===== config.mk =====
export PLATFORM = sky130hd
export DESIGN_NAME = shift_sub_divider
export DESIGN_NICKNAME = d
export VERILOG_FILES = /design/src/rtl/div_pkg.sv /design/src/rtl/div_control.sv /design/src/rtl/shift_sub_divider.sv
export SDC_FILE = /design/constraint.sdc
export NUM_CORES = 1
export LEC_CHECK = 0
export ABC_CLOCK_PERIOD_IN_PS = 3600
export CORE_MARGIN = 2
export CORE_UTILIZATION = 55
export DETAILED_ROUTE_END_ITERATION = 7
export PLACE_DENSITY = 0.83
export SYNTH_ARGS = -nofsm -noshare
export SYNTH_HDL_FRONTEND = slang
export SYNTH_SLANG_ARGS = --single-unit

===== constraint.sdc =====
create_clock -name Clk -period 3.6 [get_ports Clk]
set_clock_uncertainty 0.15 [all_clocks]
set_input_delay 0.72 -clock Clk [delete_from_list [all_inputs] [get_ports Clk]]
set_output_delay 0.72 -clock Clk [all_outputs]
set_load 0.05 [all_outputs]

===== src/rtl/div_pkg.sv =====
// Shared control-state encoding for the shift-sub divider; the multiplier control uses the same encoding.
package div_pkg;

  typedef enum logic [1:0] {
    S0 = 2'd0,
    S1 = 2'd1,
    S2 = 2'd2,
    S3 = 2'd3
  } state_t;

  function automatic int cnt_width(input int n);
    return $clog2(n) + 1;
  endfunction

endpackage


===== src/rtl/div_control.sv =====
// Divider control FSM: Idle/Shift/Subtract/Done sequencing with the start/complete handshake.
module div_control
  import div_pkg::*;
(
  input  logic Clk,
  input  logic Rst,
  input  logic St,
  input  logic K,
  input  logic Z,
  output logic Idle,
  output logic Done,
  output logic Load,
  output logic Sh,
  output logic Su,
  output logic LoadZ
);

  state_t state_reg, state_next;

  always_ff @(posedge Clk or posedge Rst) begin
    if (Rst) begin
      state_reg <= S0;
    end else begin
      state_reg <= state_next;
    end
  end

  always_comb begin
    state_next = state_reg;
    Idle       = 1'b0;
    Done       = 1'b0;
    Load       = 1'b0;
    Sh         = 1'b0;
    Su         = 1'b0;
    LoadZ      = 1'b0;
    case (state_reg)
      S0: begin
        Idle = 1'b1;
        if (St) begin
          // A zero divisor skips the iterations and goes straight to Done.
          if (Z) begin
            LoadZ      = 1'b1;
            state_next = S3;
          end else begin
            Load       = 1'b1;
            state_next = S1;
          end
        end
      end
      S1: begin
        Sh         = 1'b1;
        state_next = S2;
      end
      S2: begin
        Su         = 1'b1;
        state_next = K ? S3 : S1;
      end
      S3: begin
        Done       = 1'b1;
        state_next = S0;
      end
      default: state_next = S0;
    endcase
  end

endmodule


===== src/rtl/shift_sub_divider.sv =====
// Sequential restoring divider: N-bit unsigned Dividend / Divisor, one quotient bit per two clocks.
module shift_sub_divider
  import div_pkg::*;
#(
  parameter int N = 8
) (
  input  logic         Clk,
  input  logic         Rst,
  input  logic         St,
  input  logic [N-1:0] Dividend,
  input  logic [N-1:0] Divisor,
  output logic [N-1:0] Quotient,
  output logic [N-1:0] Remainder,
  output logic         Idle,
  output logic         Done,
  output logic         DivZ
);

  localparam int            CW       = cnt_width(N);
  localparam logic [CW-1:0] CNT_LAST = CW'(N - 1);

  logic [N:0]    p_reg, p_next;
  logic [N-1:0]  qr_reg, qr_next;
  logic [N-1:0]  d_reg, d_next;
  logic [CW-1:0] cnt_reg, cnt_next;
  logic          divz_reg, divz_next;

  logic          load, sh, su, load_z;
  logic          k_last, z_div;
  logic [N+1:0]  diff;

  assign z_div  = (Divisor == '0);
  assign k_last = (cnt_reg == CNT_LAST);
  // One extra bit so the borrow shows up as the sign of the difference.
  assign diff   = {1'b0, p_reg} - {2'b00, d_reg};

  div_control u_ctrl (
    .Clk   (Clk),
    .Rst   (Rst),
    .St    (St),
    .K     (k_last),
    .Z     (z_div),
    .Idle  (Idle),
    .Done  (Done),
    .Load  (load),
    .Sh    (sh),
    .Su    (su),
    .LoadZ (load_z)
  );

  always_comb begin
    p_next    = p_reg;
    qr_next   = qr_reg;
    d_next    = d_reg;
    cnt_next  = cnt_reg;
    divz_next = divz_reg;
    if (load) begin
      d_next    = Divisor;
      divz_next = 1'b0;
      p_next    = '0;
      qr_next   = Dividend;
      cnt_next  = '0;
    end else if (load_z) begin
      // Divide-by-zero convention: all-ones quotient, dividend as remainder.
      d_next    = Divisor;
      divz_next = 1'b1;
      p_next    = {1'b0, Dividend};
      qr_next   = '1;
    end else if (sh) begin
      {p_next, qr_next} = {p_reg[N-1:0], qr_reg, 1'b0};
    end else if (su) begin
      if (!diff[N+1]) begin
        p_next     = diff[N:0];
        qr_next[0] = 1'b1;
      end
      cnt_next = cnt_reg + CW'(1);
    end
  end

  always_ff @(posedge Clk or posedge Rst) begin
    if (Rst) begin
      p_reg    <= '0;
      qr_reg   <= '0;
      d_reg    <= '0;
      cnt_reg  <= '0;
      divz_reg <= 1'b0;
    end else begin
      p_reg    <= p_next;
      qr_reg   <= qr_next;
      d_reg    <= d_next;
      cnt_reg  <= cnt_next;
      divz_reg <= divz_next;
    end
  end

  assign Quotient  = qr_reg;
  assign Remainder = p_reg[N-1:0];
  assign DivZ      = divz_reg;

endmodule


== Word-level counts from Yosys, hierarchy flattened ==
Index checks and enable logic that the tools add are counted.
W data, S select, Z words.

* Multipliers: 0
* Magnitude comparators: 0
* Shifts and indexed selects: 0
* Bitwise operators: 0
* Multiplexer cells: 33
* Div/mod/pow operators: 0
* $add $sub $neg: 2
* Equality and inequality tests: 8
* Reductions and logical operators: 8

{| class="wikitable"
|+ Operators with widths
! operator !! count
|-
| $mux W9 || 5
|-
| $mux W8 || 4
|-
| $mux W4 || 4
|-
| $mux W1 || 15
|-
| $sub A9 B8 Y10 || 1
|-
| $logic_not A8 Y1 || 1
|-
| $pmux W2 S4 || 1
|-
| $mux W7 || 1
|-
| $mux W2 || 3
|-
| $ne A2 B2 Y1 const B || 3
|-
| $add A4 B1 Y4 const B || 1
|-
| $eq A2 B2 Y1 const B || 2
|-
| $eq A4 B3 Y1 const B || 1
|-
| $ne A4 B4 Y1 const B || 1
|-
| $reduce_bool A2 Y1 || 2
|-
| $reduce_bool A4 Y1 || 1
|-
| $reduce_and A3 Y1 || 1
|-
| $reduce_bool A3 Y1 || 1
|-
| $eq A2 B1 Y1 const B || 1
|-
| $logic_not A2 Y1 || 1
|-
| $reduce_and A2 Y1 || 1
|}

* Memories: 0
* ROM bits: 0
* Logic and storage cells: 58
* Memory bits (writable): 0
* Input bits: 19
* Latch bits: 0
* Bits in registers: 32

== Longest topological paths before layout ==
* Depth in word-level cells: 6
* Mapped depth: 9
* Gate-level depth less buffers: 9

== Hierarchy ==
A second synthesis with hierarchy kept.

* Cells, all modules: 238
* Area total of the unflattened synthesis: 2103.3 sq um

{| class="wikitable"
|+ Modules (own cells, without submodules)
! module !! instances !! area each (sq um) !! cells an instance !! seq. area each (sq um)
|-
| shift_sub_divider || 1 || 1983.2 || 224 || 750.7
|-
| div_control || 1 || 120.1 || 14 || 50.0
|}

== Worst setup path before layout ==
No wires, ideal clock.

* Kind: reg2reg
* Start: register u_ctrl.state_reg[1]
* End: register p_reg[0]
* Data required time: 3.313 ns
* Cell stages (with the launch flop): 6
* Arrival time: 1.957 ns
* Clock period less this slack: 2.244 ns
* Slack: 1.356 ns
* Cells stage by stage: dfrtp_1 > clkbuf_1 > nor2_1 > nand2_1 > a22oi_1 > mux2i_1

* Cells in the longest elaborated chain, start to end: 5
* Elaborated cells between the ends (all ways): 13
* Those cells by class: eq/ne (3); mux (7); reduce/logical (3)

{| class="wikitable"
|+ Ends and longest elaborated chain
! element !! RTL line !! RTL
|-
| start, declared || div_control.sv:18 || <nowiki>state_t state_reg, state_next;</nowiki>
|-
| start signal, assigned || div_control.sv:24 || <nowiki>state_reg <= state_next;</nowiki>
|-
| $eq A2 B1 Y1 || div_control.sv:36 || <nowiki>case (state_reg)</nowiki>
|-
| $mux W1 || div_control.sv:36 ||
|-
| $mux W9 || shift_sub_divider.sv:69 || <nowiki>end else if (sh) begin</nowiki>
|-
| $mux W9 || shift_sub_divider.sv:63 || <nowiki>end else if (load_z) begin</nowiki>
|-
| $mux W9 || shift_sub_divider.sv:57 || <nowiki>if (load) begin</nowiki>
|-
| end signal, assigned || shift_sub_divider.sv:88 || <nowiki>p_reg <= p_next;</nowiki>
|-
| end, declared || shift_sub_divider.sv:22 || <nowiki>logic [N:0] p_reg, p_next;</nowiki>
|}

Several ways; a longest one is shown, not always the timed one.
A chain may end at the register's enable or synchronous reset.

== Final worst setup path ==
* Start: register u_ctrl.state_reg[1]
* End: output Idle

* Cells in the longest elaborated chain, start to end: 2

{| class="wikitable"
|+ Ends and longest elaborated chain
! element !! RTL line !! RTL
|-
| $logic_not A2 Y1 || div_control.sv:36 ||
|-
| $mux W1 || div_control.sv:36 ||
|-
| end, declared || shift_sub_divider.sv:14 || <nowiki>output logic Idle,</nowiki>
|}

No other way between the ends.

==> flow_summary.ini <==
[status]
status = finished clean

[floorplanning]
start_util = 0.567
rows = 22
fp.dieW_um = 65.2
die_area_mm2 = 0.00425
die_h_um = 65.2
coreArea_mm2 = 0.00363
io_pins = 38

[timing]
relSlewSlack = 0.455
hold_ws_ns = 0.338
tns_ns = 0
rsz0062_at_grt = false
period_share = 0.765
hold_viol = 0
setup_viol = 0
max_freq_ghz = 0.363
timing.final.ws_setup_ns = 0.844
worst_pin_slew_ns = 0.816
drv_slew = 0
layout_min_cycle_time_ns = 2.76

[power_and_ir_drop]
power.total_mw = 2.89
seqPwrFrac = 0.236
switching_share = 0.485
pwr-share-clk = 0.103
p_sw_mw = 1.40
vdd_drop_max_mv = 0.783
combinationalPowerShare = 0.661
p_leak_nw = 1.16
power_density_mw_per_mm2 = 1140
p_int_mw = 1.49

[placement]
post_dp_cell_area_mm2 = 0.00243
pre_cts_slack_ns = 0.814
dp_cells = 300
place_hpwl_mm = 3.55
gpl.final_weighted_congestion = 0.940
port_buffers = 37

[cts]
cts_resized = 0
cts_buffers = 5
htree_levels = 2
cts_tree = done
post-cts-setup-buffer-count = 0
holdBufCountCts = 0
cts_root_buf = clkbuf_8
worstSkewPairLatency_ns = 0.28
path_clk_slew_ns = 0.06
cts.sinks = 32
cts_buffer_depth = 2

[synth]
syn-num-nets = 255
ys_seq_elements = 32
syn_inst = 226
synth_area_mm2 = 0.00206
synth-main-ff-cell = dfrtp_1
yosysTopAreaCell = dfrtp_1
ys_top_cells_by_area = dfrtp_1 39%, nand2_1 6.6%, ha_1 5.5%
ys_seq_area_frac = 0.389
ys_async_sr_fraction = 1.00
yosysUniqueCellTypes = 50
ys.warnings.count = 0
synth_top_area_share = 0.389
synth_edf_count = 0
syn_area_per_cell_um2 = 9.12

[critical_path]
r2r-end = p_reg[8]
worst_ep_required_time_ns = 2.73
crit_type = reg -> out
reg2reg_slack_ns = 1.13
crit_fanout = 16
ff2ff_path_depth = 9
cp.arrival_ns = 1.89
cp-start-kind = flip-flop
end_kind = output pin
rr_startpoint = p_reg[0]

[layout]
fin_cells = 307
fillers = 322
diodes = 0
post-route-util = 0.696
drive_gt1_frac = 0.100
fin_area_mm2 = 0.00253
nets = 288
syn2layout_area_growth_pct = 22.6
largest_reg_flops = 9

[drt]
via_per_inst = 5.63
remaining_drc_errors = 0
drt_iter0_markers = 129
wl_per_cell_um = 15.7
drt_wl_total_mm = 4.82
first_pass_iters = 7
via_count = 1728
drtAntennaViolNets = 0

[global_route]
grt_overflow = 0
track_usage = 0.257
grt_pass1_vias = 1776
grt_first_pass_wirelength_mm = 8.40
antenna_found_initial = 0
grt_max_degree = 22

[min_path]
hold_class = reg -> reg
hold_end = cnt_reg[3]
hp-start = cnt_reg[3]
holdPathStages = 1

[run]
cap_violations = 0
==> cells by family (layout without fill, tap and decap cells) <==
kind of cell,after synthesis,count (layout),share of synthesized area
simple gates,79,79,0.189
compound gates,62,62,0.214
flops,32,32,0.389
fa+ha+maj,10,10,0.0644
mux,10,10,0.0607
xor+xnor,2,2,0.00850
buf+inv,31,64,0.0747
==> placed cells by master (no fill, tap or decap), types with 6 or more instances in the layout <==
cell,n
a31oi_1,8
inv_1,15
nand2b_1,6
dfrtp_1,32
ha_1,9
nor2_1,17
o21ai_1,7
clkbuf_8,7
clkdlybuf4s50_1,37
nand2_1,36
o21ai_0,12
==> critical path: stages, from the launching register on <==
cell and delay, ns:
dfrtp_1 0.54, nor2_1 0.23, clkdlybuf4s50_1 0.84
==> metal layers <==
layer | track usage | up-vias | part of all wire
met5 | 0 | - | 0
met4 | 0.0885 | 0 | 0.013
met3 | 0.0428 | 8 | 0.045
met2 | 0.417 | 50 | 0.46
met1 | 0.349 | 820 | 0.48
li1 | - | 850 | -
==> cells in the mapped netlist, types with 2 or more instances <==
cell type  instances
nand2_1           36
dfrtp_1           32
nor2_1            17
inv_1             15
o21ai_0           12
buf_4              9
ha_1               9
a31oi_1            8
o21ai_1            7
nand2b_1           6
a21oi_1            5
mux2_4             5
mux2i_1            5
a21o_1             3
a22oi_1            3
buf_2              3
clkbuf_1           3
nand3_1            3
nor2b_1            3
o31ai_1            3
a211o_1            2
a211oi_1           2
a222oi_1           2
a22o_1             2
and2_1             2
nor4_2             2
o211ai_1           2
o21bai_1           2
xnor2_1            2
==> power by group through the flow <==
stage / Clock, mW / Combinational, mW / Sequential, mW
6_report: 0.297 / 1.91 / 0.682
5_1_grt: 0.320 / 2.08 / 0.707
3_5_place_dp: 0 / 1.88 / 0.686
3_3_place_gp: 0 / 1.85 / 0.678
4_1_cts: 0.304 / 1.90 / 0.680
2_1_floorplan: 0 / 1.36 / 0.792
==> layout make-up <==
type | count | area (um2) | share of cell area
multi-input cells | 163 | 1110 | 0.438
flip-flops and latches | 32 | 801 | 0.317
repair buffers | 42 | 408 | 0.161
clock buffers | 7 | 96.3 | 0.0381
well taps | 48 | 60.1 | 0.0238
inverters | 15 | 56.3 | 0.0223
==> worst max-delay path by stage <==
stage / start / to / slack [ns] / cells past startpoint
after floorplan: u_ctrl.state_reg[1] / p_reg[0] / 1.36 / 5
after global placement: St / p_reg[5] / 0.85 / 7
after detailed placement: St / p_reg[5] / 0.81 / 7
after CTS: u_ctrl.state_reg[1] / Idle / 0.85 / 2
after global routing: u_ctrl.state_reg[1] / Done / 0.77 / 2
final: u_ctrl.state_reg[1] / Idle / 0.84 / 2
No activity file was read; power rests on OpenSTA's default activity.
